$ cat src/rtl/hamming_uart_framer_pkg.sv
// Shared types and Hamming position helpers for the Hamming-coded UART framer.
package hamming_uart_framer_pkg;

    typedef enum logic [2:0] {
        ST_IDLE   = 3'd0,
        ST_START  = 3'd1,
        ST_DATA   = 3'd2,
        ST_PARITY = 3'd3,
        ST_STOP   = 3'd4
    } tx_state_t;

    localparam int HAM_POS_P1  = 1;
    localparam int HAM_POS_P2  = 2;
    localparam int HAM_POS_P4  = 4;
    localparam int HAM_POS_P8  = 8;
    localparam int HAM_MAX_POS = 15;

    function automatic int ham_code_w(input int data_w);
        return (data_w == 11) ? 15 : 7;
    endfunction

    function automatic int ham_parity_cnt(input int data_w);
        return (data_w == 11) ? 4 : 3;
    endfunction

    function automatic int ham_parity_pos(input int k);
        case (k)
            0:       return HAM_POS_P1;
            1:       return HAM_POS_P2;
            2:       return HAM_POS_P4;
            default: return HAM_POS_P8;
        endcase
    endfunction

    function automatic logic ham_is_parity_pos(input int pos);
        return (pos == HAM_POS_P1) || (pos == HAM_POS_P2) ||
               (pos == HAM_POS_P4) || (pos == HAM_POS_P8);
    endfunction

    // Position (1-based) occupied by data bit idx: the idx-th non-parity slot.
    function automatic int ham_data_pos(input int idx);
        int seen;
        int res;
        seen = 0;
        res  = 0;
        for (int pos = 1; pos <= HAM_MAX_POS; pos++) begin
            if (!ham_is_parity_pos(pos)) begin
                if (seen == idx) begin
                    res = pos;
                end
                seen = seen + 1;
            end
        end
        return res;
    endfunction

endpackage

$ cat src/rtl/hamming_uart_framer_fifo.sv
// Small synchronous FIFO for encoded words; full/empty are registered flags.
module hamming_sync_fifo
    import hamming_uart_framer_pkg::*;
#(
    parameter int WIDTH = 7,
    parameter int DEPTH = 4
) (
    input  logic             clk,
    input  logic             rst,
    input  logic             push,
    input  logic             pop,
    input  logic [WIDTH-1:0] wdata,
    output logic [WIDTH-1:0] rdata,
    output logic             full,
    output logic             empty
);
    localparam int AW = $clog2(DEPTH);
    localparam int CW = AW + 1;

    logic [WIDTH-1:0] mem_r [DEPTH];
    logic [AW-1:0]    wr_ptr_r;
    logic [AW-1:0]    rd_ptr_r;
    logic [CW-1:0]    count_r;
    logic [CW-1:0]    count_nxt_s;
    logic             full_r;
    logic             empty_r;
    logic             push_ok_s;
    logic             pop_ok_s;

    // A push into a full FIFO is still accepted when a pop frees a slot this cycle
    always_comb begin
        pop_ok_s  = pop && !empty_r;
        push_ok_s = push && (!full_r || pop_ok_s);
        if (push_ok_s && !pop_ok_s) begin
            count_nxt_s = count_r + CW'(1);
        end else if (pop_ok_s && !push_ok_s) begin
            count_nxt_s = count_r - CW'(1);
        end else begin
            count_nxt_s = count_r;
        end
    end

    // Storage array, data path only
    always_ff @(posedge clk) begin
        if (push_ok_s) begin
            mem_r[wr_ptr_r] <= wdata;
        end
    end

    // Pointers, occupancy and flags
    always_ff @(posedge clk or posedge rst) begin
        if (rst) begin
            wr_ptr_r <= AW'(0);
            rd_ptr_r <= AW'(0);
            count_r  <= CW'(0);
            full_r   <= 1'b0;
            empty_r  <= 1'b1;
        end else begin
            if (push_ok_s) wr_ptr_r <= wr_ptr_r + AW'(1);
            if (pop_ok_s)  rd_ptr_r <= rd_ptr_r + AW'(1);
            count_r <= count_nxt_s;
            full_r  <= (count_nxt_s == CW'(DEPTH));
            empty_r <= (count_nxt_s == CW'(0));
        end
    end

    assign rdata = mem_r[rd_ptr_r];
    assign full  = full_r;
    assign empty = empty_r;

endmodule

$ cat src/rtl/hamming_uart_framer.sv
// Hamming-encodes payloads on start edges, queues them and sends each as a UART frame.
module hamming_uart_framer
    import hamming_uart_framer_pkg::*;
#(
    parameter int DATA_W       = 4,
    parameter int CLKS_PER_BIT = 4,
    parameter int FIFO_DEPTH   = 4,
    parameter int PARITY_EN    = 0
) (
    input  logic              clk,
    input  logic              rst,
    input  logic [DATA_W-1:0] data_in,
    input  logic              start,
    output logic              tx,
    output logic              busy,
    output logic              fifo_full,
    output logic              overflow,
    output logic [7:0]        frame_cnt
);
    localparam int CODE_W = ham_code_w(DATA_W);
    localparam int NPAR   = ham_parity_cnt(DATA_W);
    localparam int BAUD_W = (CLKS_PER_BIT > 1) ? $clog2(CLKS_PER_BIT) : 1;
    localparam int BIT_W  = $clog2(CODE_W);
    localparam logic [BAUD_W-1:0] BAUD_LAST = BAUD_W'(CLKS_PER_BIT - 1);
    localparam logic [BIT_W-1:0]  BIT_LAST  = BIT_W'(CODE_W - 1);

    function automatic logic [CODE_W-1:0] ham_encode(input logic [DATA_W-1:0] d);
        logic [CODE_W-1:0] c;
        logic              p;
        c = {CODE_W{1'b0}};
        for (int i = 0; i < DATA_W; i++) begin
            c[ham_data_pos(i) - 1] = d[i];
        end
        for (int k = 0; k < NPAR; k++) begin
            p = 1'b0;
            for (int b = 0; b < CODE_W; b++) begin
                if ((((b + 1) >> k) % 2) == 1) begin
                    p = p ^ c[b];
                end
            end
            c[ham_parity_pos(k) - 1] = p;
        end
        return c;
    endfunction

    function automatic logic even_par(input logic [CODE_W-1:0] w);
        return ^w;
    endfunction

    tx_state_t         state_r;
    logic [BAUD_W-1:0] baud_r;
    logic [BIT_W-1:0]  bit_idx_r;
    logic [CODE_W-1:0] shift_r;
    logic              parity_r;
    logic              tx_r;
    logic              busy_r;
    logic              overflow_r;
    logic [7:0]        frame_cnt_r;
    logic              start_d_r;
    logic              armed_r;
    logic              strobe_s;
    logic              pop_s;
    logic              baud_done_s;
    logic              fifo_full_s;
    logic              fifo_empty_s;
    logic [CODE_W-1:0] code_s;
    logic [CODE_W-1:0] fifo_rdata_s;

    assign strobe_s    = start && !start_d_r && armed_r;
    assign code_s      = ham_encode(data_in);
    assign baud_done_s = (baud_r == BAUD_LAST);

    // Head of queue is taken when idle, or at the end of STOP for back-to-back frames
    always_comb begin
        pop_s = 1'b0;
        case (state_r)
            ST_IDLE: pop_s = !fifo_empty_s;
            ST_STOP: pop_s = baud_done_s && !fifo_empty_s;
            default: pop_s = 1'b0;
        endcase
    end

    hamming_sync_fifo #(
        .WIDTH (CODE_W),
        .DEPTH (FIFO_DEPTH)
    ) u_fifo (
        .clk   (clk),
        .rst   (rst),
        .push  (strobe_s),
        .pop   (pop_s),
        .wdata (code_s),
        .rdata (fifo_rdata_s),
        .full  (fifo_full_s),
        .empty (fifo_empty_s)
    );

    // Start edge detect (a level already high at reset release never counts) and sticky overflow
    always_ff @(posedge clk or posedge rst) begin
        if (rst) begin
            start_d_r  <= 1'b0;
            armed_r    <= 1'b0;
            overflow_r <= 1'b0;
        end else begin
            start_d_r <= start;
            armed_r   <= armed_r || !start;
            if (strobe_s && fifo_full_s && !pop_s) begin
                overflow_r <= 1'b1;
            end
        end
    end

    // Transmit sequencer; tx and busy follow the state one cycle later
    always_ff @(posedge clk or posedge rst) begin
        if (rst) begin
            state_r     <= ST_IDLE;
            baud_r      <= BAUD_W'(0);
            bit_idx_r   <= BIT_W'(0);
            shift_r     <= {CODE_W{1'b0}};
            parity_r    <= 1'b0;
            tx_r        <= 1'b1;
            busy_r      <= 1'b0;
            frame_cnt_r <= 8'd0;
        end else begin
            busy_r <= (state_r != ST_IDLE) || !fifo_empty_s;
            case (state_r)
                ST_START:  tx_r <= 1'b0;
                ST_DATA:   tx_r <= shift_r[0];
                ST_PARITY: tx_r <= parity_r;
                default:   tx_r <= 1'b1;
            endcase
            case (state_r)
                ST_IDLE: begin
                    baud_r    <= BAUD_W'(0);
                    bit_idx_r <= BIT_W'(0);
                    if (pop_s) begin
                        shift_r  <= fifo_rdata_s;
                        parity_r <= even_par(fifo_rdata_s);
                        state_r  <= ST_START;
                    end
                end
                ST_START, ST_PARITY: begin
                    if (baud_done_s) begin
                        baud_r  <= BAUD_W'(0);
                        state_r <= (state_r == ST_START) ? ST_DATA : ST_STOP;
                    end else begin
                        baud_r <= baud_r + BAUD_W'(1);
                    end
                end
                ST_DATA: begin
                    if (baud_done_s) begin
                        baud_r  <= BAUD_W'(0);
                        shift_r <= {1'b0, shift_r[CODE_W-1:1]};
                        if (bit_idx_r == BIT_LAST) begin
                            bit_idx_r <= BIT_W'(0);
                            state_r   <= (PARITY_EN != 0) ? ST_PARITY : ST_STOP;
                        end else begin
                            bit_idx_r <= bit_idx_r + BIT_W'(1);
                        end
                    end else begin
                        baud_r <= baud_r + BAUD_W'(1);
                    end
                end
                ST_STOP: begin
                    if (baud_done_s) begin
                        baud_r      <= BAUD_W'(0);
                        frame_cnt_r <= frame_cnt_r + 8'd1;
                        if (pop_s) begin
                            shift_r  <= fifo_rdata_s;
                            parity_r <= even_par(fifo_rdata_s);
                            state_r  <= ST_START;
                        end else begin
                            state_r <= ST_IDLE;
                        end
                    end else begin
                        baud_r <= baud_r + BAUD_W'(1);
                    end
                end
                default: state_r <= ST_IDLE;
            endcase
        end
    end

    assign tx        = tx_r;
    assign busy      = busy_r;
    assign fifo_full = fifo_full_s;
    assign overflow  = overflow_r;
    assign frame_cnt = frame_cnt_r;

endmodule
$ cat config.mk
export PLATFORM = sky130hd
export DESIGN_NAME = hamming_uart_framer
export DESIGN_NICKNAME = d
export VERILOG_FILES = /design/src/rtl/hamming_uart_framer_pkg.sv /design/src/rtl/hamming_uart_framer_fifo.sv /design/src/rtl/hamming_uart_framer.sv
export SDC_FILE = /design/constraint.sdc
export NUM_CORES = 1
export LEC_CHECK = 0
export ABC_CLOCK_PERIOD_IN_PS = 2100
export CORE_MARGIN = 2
export CORE_UTILIZATION = 35
export CTS_CLUSTER_SIZE = 14
export DETAILED_ROUTE_END_ITERATION = 10
export SYNTH_ARGS = -nofsm -noshare
export SYNTH_HDL_FRONTEND = slang
export SYNTH_HIERARCHICAL = 1
export SYNTH_SLANG_ARGS = --single-unit
export TNS_END_PERCENT = 10
$ cat constraint.sdc
create_clock -name clk -period 2.1 [get_ports clk]
set_input_delay 0.21 -clock clk [delete_from_list [all_inputs] [get_ports clk]]
set_output_delay 0.21 -clock clk [all_outputs]
set_load 0.02 [all_outputs]
==> flow_summary.yaml <==
place:
  hpwl_mm: 3.50
  gp_congestion: 0.694
  dp.cells: 356
  port_buffers: 18
  dp_slack_ns: 0.0639
clock_tree:
  cts_sinks: 66
  cts.clk_slew.worst_paths_ns: 0.08
  cts-resized-gates: 0
  cts_buffers: 9
  clk_latency_ns: 0.35
  cts_tree: "built"
  cts_root_buf: "clkbuf_8"
  clock_path_buffers: 2
  htree_levels: 3
sta:
  hold_ws_ns: 0.152
  tightest_slew_ns: 0.505
  setup_slack_ns: 0.155
  relSlewSlack_pct: 66.3
  min_period_ns: 1.94
  max_freq_ghz: 0.514
  fin_crit_sh_pct: 92.6
  slew_viol_final: 0
  clock_skew_ns: 0.0129
  final-hold-violation-count: 0
  setup_viol: 0
job:
  max_cap_viol_count: 0
global_route:
  grt_pass1_wl_mm: 8.85
  use_met2_pct: 17.9
  antenna_found_initial: 0
  grt.overflow.total: 0
  busiest_layer: "met2"
  track_usage_pct: 11.7
  grt_max_degree: 30
  gr-usage-met1_pct: 15.7
  grt_pass1_vias: 1815
  grt_use_met3_pct: 3.68
logic_synthesis:
  ys_seq_area_share_pct: 59.3
  postSynth.asyncResetShare_pct: 57.6
  syn_area_um2: 3020
  yosys_warnings: 6
  synth_most_common_cell: "dfrtp_1"
  synth_nets: 242
  synth_cell_types: 53
  syn_area_per_cell_um2: 13.3
  synth.largest_area_cell: "dfrtp_1"
  yosysTopAreaCellShare_pct: 29.8
  ys.flop_type: "dfrtp_1"
  yosys-top-cells-area: "dfrtp_1 30%, edfxtp_1 28%, mux4_2 5.2%"
  synth_edf_count: 28
  yosys-top-cells-count: "36 x dfrtp_1, 28 x edfxtp_1, 24 x nand2_1"
  yosys_register_bits: 66
  syn_inst: 227
finish:
  fillers: 775
  areaGrowthSynthToFinish_pct: 21.4
  nets: 280
  insertedDiodeCount: 0
  layout-drive-gt1-share_pct: 21.9
  final_cell_count_no_fill: 375
setup_path:
  worstSetupPathType: "register to register"
  cp_max_fo: 4
  worstPathRequired_ns: 2.33
  crit_arrival_ns: 2.18
  cp-end-kind: "register"
  startpoint_type: "register"
  r2r_cells: 7
  endpoint: "u_fifo/full"
  r2r_end: "u_fifo/full"
  regToRegSetupSlack_ns: 0.16
  r2r-start: "state_r[1]"
  cp-startpoint: "state_r[1]"
routing:
  drt-pass1-iter-count: 4
  wire_per_inst_um: 13.2
  first_iter_violations: 49
  wirelength_mm: 4.94
  viasPerCell: 4.81
  detail-route-antenna-nets: 0
  vias: 1804
  drc: 0
floorplan:
  initial_utilization_pct: 36.4
  die_h_um: 97.0
  fp-row-count: 33
  ios: 19
  core_um2: 8300
  die_w_um: 97.0
  die_area_um2: 9400
power_and_ir_drop:
  p_seq_share_pct: 38.6
  internal_power_w: 0.00319
  comb_power_share_pct: 38.7
  netSwitchingFraction_pct: 34.4
  vdd_drop_max_v: 0.000566
  clock_power_share_pct: 22.7
  p_leak_nw: 1.44
  power_density_nw_per_um2: 1320
  power_w: 0.00486
  switching_power_w: 0.00167
worst_hold_path:
  hold_class: "primary input to asynchronous set/reset pin"
status:
  status: "complete, no violations"
[through the flow]
| stage | utilization, % | instance area (um2) | TNS, ns |
|---|---|---|---|
| floorplan | - | 3030 | -0.864 |
| global placement | 41.5 | 3440 | 0 |
| detailed placement | 41.5 | 3440 | 0 |
| CTS | 44.0 | 3650 | 0 |
| global route | 44.2 | 3670 | -0.00810 |
| finish | 44.2 | 3670 | 0 |
[routing by layer]
layer | routed length (um) | part of all wire, %
met5 | 0 | 0
met4 | 63 | 1.3
met3 | 191 | 3.9
met2 | 2320 | 47
met1 | 2360 | 48
[flip-flops by register name, indices dropped and copies added, names as in the netlist, 2 cells and up]
signal           count
baud_r               2
u_fifo/wr_ptr_r      2
frame_cnt            8
u_fifo/mem_r        28
u_fifo/count_r       3
shift_r              7
state_r              3
bit_idx_r            3
u_fifo/rd_ptr_r      2
[worst max-delay path, cell delays in order (launching register included)]
cell and delay, ns:
dfrtp_1 0.39, or2_1 0.25, nor3_4 0.25, buf_4 0.16, nor3b_1 0.29, o2bb2ai_1 0.12, o21ai_1 0.28, nor3b_2 0.08
[layout by cell type (no fill, tap or decap), types with 8 or more instances in the layout]
cell type and n:
buf_4 14, clkbuf_8 9, clkdlybuf4s50_1 18, dfrtp_1 36
edfxtp_1 28, ha_1 8, inv_1 9, nand2_1 24
nor2_1 12, o21ai_0 8, xnor2_1 17
[power groups by stage]
stage               clock (W)  sequential (W)  combinational (W)
floorplan                   0         0.00188            0.00142
global placement            0         0.00190            0.00184
detailed placement          0         0.00190            0.00186
CTS                   0.00114         0.00188            0.00187
global route          0.00120         0.00192            0.00211
finish                0.00110         0.00188            0.00188
[layout make-up]
type / instances / area [um2] / area share [%]
Sequential cell: 66 / 1790 / 48.9
Multi-Input combinational cell: 142 / 1140 / 31.0
Timing Repair Buffer: 36 / 365 / 9.95
Tap cell: 105 / 131 / 3.58
Clock buffer: 9 / 124 / 3.37
Clock inverter: 7 / 82.6 / 2.25
Inverter: 10 / 37.5 / 1.02
[logic make-up (layout without fill, tap and decap cells)]
logic type | count (synthesis) | after routing | share of synthesized area, %
AO/OA/AOI/OAI | 31 | 31 | 7.49
XOR/XNOR | 23 | 23 | 7.16
adder cells (fa/ha/maj) | 8 | 8 | 3.31
buffers and inverters | 19 | 62 | 3.10
flip-flops | 66 | 66 | 59.3
multiplexers | 10 | 10 | 6.29
AND/OR/NAND/NOR | 70 | 70 | 13.3
[timing repair]
| item | CTS | global route |
|---|---|---|
| setup endpoints to repair | 0 | 29 |
| hold buffers | 0 | 0 |
| buffers inserted | 0 | 3 |
[worst min-delay path by stage]
stage / end / slack [ns] / cells past startpoint
global route: u_fifo/full / 0.19 / 2
detailed placement: frame_cnt[7] / 0.47 / 1
floorplan: u_fifo/count_r[0] / 0.04 / 1
CTS: u_fifo/count_r[0] / 0.15 / 2
finish: u_fifo/full / 0.15 / 2
global placement: armed_r / 0.45 / 1
(Power assumes the default switching activity.)
